### src/rtl/mips_pc_sequencer.sv
// Fetch-side PC sequencer: resolves jump/branch targets in decode with a single
// delay slot and holds a pending redirect while instruction memory stalls.
module mips_pc_sequencer #(
  parameter logic [31:0] ResetVector = 32'h0040_0000
) (
  input  logic        clock,
  input  logic        reset,
  input  logic        fetchReady,
  input  logic        controlValid,
  input  logic [1:0]  action,
  input  logic [1:0]  condition,
  input  logic [31:0] decodePc,
  input  logic [25:0] instrIndex,
  input  logic [15:0] immediate,
  input  logic [31:0] rsValue,
  input  logic [31:0] rtValue,
  output logic [31:0] pc,
  output logic        pcValid,
  output logic [31:0] linkAddr,
  output logic        misaligned
);

  localparam logic [1:0] ACT_INC    = 2'd0;
  localparam logic [1:0] ACT_JUMP   = 2'd1;
  localparam logic [1:0] ACT_JUMPR  = 2'd2;
  localparam logic [1:0] ACT_BRANCH = 2'd3;
  localparam logic [1:0] COND_EQ    = 2'd1;
  localparam logic [1:0] COND_NE    = 2'd2;

  typedef enum logic [0:0] {
    ST_RUN     = 1'b0,
    ST_PENDING = 1'b1
  } state_t;

  state_t      r_state;
  state_t      w_state_next;
  logic [31:0] r_pc;
  logic [31:0] w_pc_next;
  logic        r_pc_valid;
  logic [31:0] r_pending_target;
  logic [31:0] w_pending_next;
  logic        r_misaligned;
  logic        w_misaligned_next;
  logic [31:0] w_base;
  logic [31:0] w_target;
  logic        w_cond_true;
  logic        w_taken;

  assign w_base   = decodePc + 32'd4;
  assign linkAddr = decodePc + 32'd8;

  // Target selection and branch resolution for the decode instruction.
  always_comb begin
    w_target    = w_base;
    w_cond_true = 1'b0;
    w_taken     = 1'b0;
    case (condition)
      COND_EQ: w_cond_true = (rsValue == rtValue);
      COND_NE: w_cond_true = (rsValue != rtValue);
      default: w_cond_true = 1'b0;
    endcase
    case (action)
      ACT_JUMP: begin
        w_target = {w_base[31:28], instrIndex, 2'b00};
        w_taken  = controlValid;
      end
      ACT_JUMPR: begin
        w_target = {rsValue[31:2], 2'b00};
        w_taken  = controlValid;
      end
      ACT_BRANCH: begin
        w_target = w_base + {{14{immediate[15]}}, immediate, 2'b00};
        w_taken  = controlValid && w_cond_true;
      end
      ACT_INC: begin
        w_target = w_base;
        w_taken  = 1'b0;
      end
      default: begin
        w_target = w_base;
        w_taken  = 1'b0;
      end
    endcase
  end

  // Next-state logic: the delay slot at pc is always fetched before the target.
  always_comb begin
    w_state_next      = r_state;
    w_pc_next         = r_pc;
    w_pending_next    = r_pending_target;
    w_misaligned_next = 1'b0;
    case (r_state)
      ST_RUN: begin
        if (w_taken) begin
          w_misaligned_next = (action == ACT_JUMPR) && (rsValue[1:0] != 2'b00);
          if (fetchReady) begin
            w_pc_next = w_target;
          end else begin
            w_pending_next = w_target;
            w_state_next   = ST_PENDING;
          end
        end else if (fetchReady && r_pc_valid) begin
          w_pc_next = r_pc + 32'd4;
        end else begin
          w_pc_next = r_pc;
        end
      end
      ST_PENDING: begin
        if (fetchReady) begin
          w_pc_next    = r_pending_target;
          w_state_next = ST_RUN;
        end else begin
          w_pc_next    = r_pc;
          w_state_next = ST_PENDING;
        end
      end
      default: begin
        w_state_next = ST_RUN;
      end
    endcase
  end

  // State and output registers; reset discards any pending redirect.
  always_ff @(posedge clock or posedge reset) begin
    if (reset) begin
      r_state          <= ST_RUN;
      r_pc             <= ResetVector;
      r_pc_valid       <= 1'b0;
      r_pending_target <= 32'h0000_0000;
      r_misaligned     <= 1'b0;
    end else begin
      r_state          <= w_state_next;
      r_pc             <= w_pc_next;
      r_pc_valid       <= 1'b1;
      r_pending_target <= w_pending_next;
      r_misaligned     <= w_misaligned_next;
    end
  end

  assign pc         = r_pc;
  assign pcValid    = r_pc_valid;
  assign misaligned = r_misaligned;

endmodule

### config.mk
export PLATFORM = sky130hd
export DESIGN_NAME = mips_pc_sequencer
export DESIGN_NICKNAME = d
export VERILOG_FILES = /design/src/rtl/mips_pc_sequencer.sv
export SDC_FILE = /design/constraint.sdc
export NUM_CORES = 1
export LEC_CHECK = 0
export CORE_MARGIN = 2
export CORE_UTILIZATION = 45
export CTS_BUF_LIST = sky130_fd_sc_hd__clkbuf_16
export CTS_CLUSTER_DIAMETER = 30
export DETAILED_ROUTE_END_ITERATION = 7
export PLACE_DENSITY = 0.76
export SLEW_MARGIN = 0
export SYNTH_ARGS = -nofsm -noshare
export SYNTH_HDL_FRONTEND = slang
export SYNTH_SLANG_ARGS = --single-unit
export TNS_END_PERCENT = 30
### constraint.sdc
create_clock -name clock -period 2.85 [get_ports clock]
set_clock_uncertainty 0.2 [all_clocks]
set_input_delay 0.4275 -clock clock [delete_from_list [all_inputs] [get_ports clock]]
set_output_delay 0.4275 -clock clock [all_outputs]
set_load 0.01 [all_outputs]
==> impl_results.md, run 1 <==
* Met1 Resource Use GR at 0.459
* Top achievable clock speed at 267 MHz
* Simple-Gate Fraction of Synth Area at 0.253
* Hold crit path type: reg2reg
* Die height at approximately 130 microns
* Grt ovf at 0
* Max clock buf depth at 2
* Hold path depth at 2
* 1st-iter DRT viols at about 1.3k
* Via count at 10.7k
* Pin count of the biggest net entering global routing at 34
* EDFF count, synth at 0
* Met3 Use GR at 0.0433
* PnR worst setup slack at -0.892 ns
* Sink Count at 67
* Port Buf Inserts at 211
* Final hold violations at 0
* Worst min-delay path startpoint: r_pending_target[5]$_DFFE_PP0P_
* Register bit total from synthesis at 67
* Max Cap Viol at 0
* Register area share after synthesis at 0.224
* Largest family of logic cells by synthesized area: simple AND/OR/NAND/NOR gates
* Chip width at 133 microns
* H-tree lvl count at 3
* Fin crit share at 1.31
* Antenna Cells at 0
* First-pass GRT wire length at 52.5 mm
* Clock Root Buffer: clkbuf_16
* Row count at 47
* Post-synthesis mux area share at 0.0212
* Routed len/inst at 21.8 microns
* Pleak at 0.00643 uW
* Critical path launch point type: input port
* GPL Wtd Cong at 0.982
* RR Endpoint: pc[22]$_DFFE_PP1P_
* Post-synthesis adder-cell area fraction at 0.0661
* Status: finished with violations
* Hold buffers post-CTS at 0
* Most Used Layer, Global Route: met2
* Crit path cell chain: dlygate4sd2_1 -> buf_4 -> nand4_1 -> buf_4 -> nor2_2 -> nand4_1 -> xnor2_2 -> ha_4 -> a21oi_4 -> o21bai_1 -> a21oi_2 -> nor2_1 -> nor2_1 -> nand3_2 -> xor2_2 -> a222oi_1 -> buf_4 -> a211oi_2
* Compound-Gate Fraction of Synth Area at 0.233
* Avg Synthesized Cell Area at between 7 and 8 sq um
* Avg Vias per Cell at 6.09
* Initial antenna violation count at 0
* Cells on worst reg2reg path at 10
* Failing checks: negative setup slack
* Post-DP HPWL at 25.6 mm
* Endpoints failing setup at 65
* Count leader, synth: nand2_1
* Wirelength, routed at 38.3 mm
* Top_reg_cell synth: dfrtp_1
* Synth async-reset ratio at 1.00
* FF-to-FF Start: pc[2]$_DFFE_PP0P_
* WS Path Type: in2reg
* CTS tree: built
* Clock slew at reported path FFs at ~0.05 ns
* Synth cell types at between 80 and 90
* Post-synth top area share at 0.220
* Peak supply drop at 0.478 mV
* Post-synth net total at roughly 1.2k
* Mapped Area at 0.00750 sq mm
* Most common library cells after synthesis: 154 x nand2_1, 74 x xor2_1, 71 x nor2_1
* Cells after synthesis at 985
* DRC violations left at 0
* Area leader, netlist: dfrtp_1
* Worst Tran Pin Value at roughly 0.73 ns
* Initial Utilization at 0.457
* Ys Warns at 0
* I/O pin count at around 210
* M2 GR Usage at 0.640
* Main area contributors after synthesis: dfrtp_1 22%, xor2_1 8.6%, nand2_1 7.7%
* Final cell utilization of the core at 0.871
* Minimum clock period at 3.74 ns
* WHS Endpoint: r_pending_target[5]$_DFFE_PP0P_
* Layout net count at 1720
* R2R Setup Slk at -0.06 ns
* Share of layout cells above drive strength 1 at 0.412
* Total track usage at 0.372
* Clock Latency Late Sink at 0.34 ns
* Worst slew margin at 0.510
* Routed Antenna Nets at 0
* CP Capture Type: flip-flop
* Area grow syn2layout at 90.6%
* Data arrival, critical path at approximately 3.8 ns
* Slowest CP cell: xnor2_2
* Slew Viols, Final at 0
* Pre-antenna DRT Iters at 6
* Start point of the critical path: decodePc[18]
* Post-synthesis xor/xnor area fraction at 0.155
* Crit path required time at 2.86 ns
* Power per cell area at 404 mW/mm^2
* Max incr delay on CP at 0.39 ns
* Num CTS Buffers at 9
* Crit path top cell by count: buf_4
* Core ar. at 0.0164 sq mm
* Critical path peak fanout at 3
* Vias in the first global route at approximately 10k
* Setup WS pre-CTS at -1.61 ns
* Die area at 0.0177 sq mm
* RSZ-0062 raised after global routing: true
[registers in the layout (all words and copies together), names as in the netlist]
register	count
misaligned	1
pcValid	1
r_pending_target	32
pc	32
r_state	1
[critical path, delay by kind of cell]
kind,cells,cell delay (ns)
and+or+nand+nor,6,0.82
AOI/OAI and AO/OA,5,0.93
adders and majority gates,1,0.28
buffers and inverters,4,0.74
xor gates and xnor gates,2,0.56
[per-stage QoR]
| step | cells | cell area [sq um] | total power, uW | setup TNS (ns) | hold slack (ns) |
|---|---|---|---|---|---|
| after floorplan | 985 | 7750 | 2680 | -18.22 | 0.238 |
| after global placement | 1666 | 12200 | 4040 | -81.68 | 0.252 |
| after detailed placement | 1666 | 12200 | 4100 | -85.25 | 0.260 |
| after CTS | 1725 | 13400 | 5390 | -20.49 | 0.274 |
| after global routing | 1760 | 14300 | 6030 | -32.49 | 0.291 |
| final | 1760 | 14300 | 5770 | -26.98 | 0.275 |
[how the worst max path moves through the flow]
stage	endpoint	cells after the start	slack (ns)
after floorplan	pc[28]$_DFFE_PP0P_	15	-0.90
after global placement	pc[20]$_DFFE_PP0P_	16	-1.55
after detailed placement	pc[20]$_DFFE_PP0P_	16	-1.61
after CTS	pc[30]$_DFFE_PP0P_	16	-0.73
after global routing	pc[30]$_DFFE_PP0P_	18	-1.06
final	pc[30]$_DFFE_PP0P_	18	-0.89
[timing repair]
action,4_1_cts,5_1_grt
buffers inserted,44,36
resized for setup,273,147
setup endpoints to repair,91,77
pin swaps,116,94
[layout make-up]
cell class                 count  area (sq um)
timing repair buffer         598          5190
sequential                    67          1680
inverter                      28           108
tap                          220           275
clock inverter                 7          60.1
multi-input combinational    831          6750
clock buffer                   9           225
fill                         819          2120
[power breakdown]
group / internal, uW / switching, uW / leakage, uW
registers: 1230 / 268 / 0.000817
logic: 1670 / 1530 / 0.00547
clock network: 665 / 414 / 0.000144
total: 3560 / 2210 / 0.00643
[layout by cell type, fill, tap and decap left out, types with 9 or more instances in the layout]
cell type / Yosys / routed
buf_4: 3 / 350
clkdlybuf4s50_1: 0 / 161
nand2_1: 154 / 132
xor2_1: 74 / 67
dfrtp_1: 66 / 66
nor2_1: 71 / 61
buf_6: 0 / 36
a21oi_1: 61 / 35
xnor2_1: 52 / 35
nand4_1: 29 / 29
nand3_1: 33 / 29
o21ai_1: 6 / 24
o21ai_0: 56 / 23
inv_1: 27 / 22
ha_1: 38 / 22
xnor2_2: 2 / 19
a21oi_2: 1 / 17
o211ai_1: 16 / 16
nand2_2: 0 / 16
ha_4: 0 / 14
dlygate4sd2_1: 0 / 14
o21ai_2: 0 / 11
dlymetal6s2s_1: 0 / 11
nor3_2: 1 / 10
a21o_1: 11 / 10
a21oi_4: 0 / 10
a221oi_1: 16 / 10
nand2b_1: 12 / 10
a211oi_2: 1 / 10
and3_1: 10 / 9
nor3_1: 20 / 9
a221o_1: 9 / 9
clkbuf_16: 0 / 9
[layer usage]
| metal | up-vias | wire (microns) |
|---|---|---|
| li1 | 4663 | - |
| met1 | 5091 | 13900 |
| met2 | 760 | 18800 |
| met3 | 211 | 2980 |
| met4 | 0 | 2720 |
| met5 | - | 0 |
[cell families after synthesis]
family,after synthesis
xor+xnor,129
buf+inv,87
compound gates,259
fa+ha+maj,39
other cells,1
mux,15
flops,67
simple gates,388
(Power assumes the default switching activity.)
==> run 2: changes to the inputs <==
Settings changed: CTS_CLUSTER_DIAMETER 30 to default.
==> results of run 2 <==
No change in the layout: final DEF, timing and power equal those of run 1.
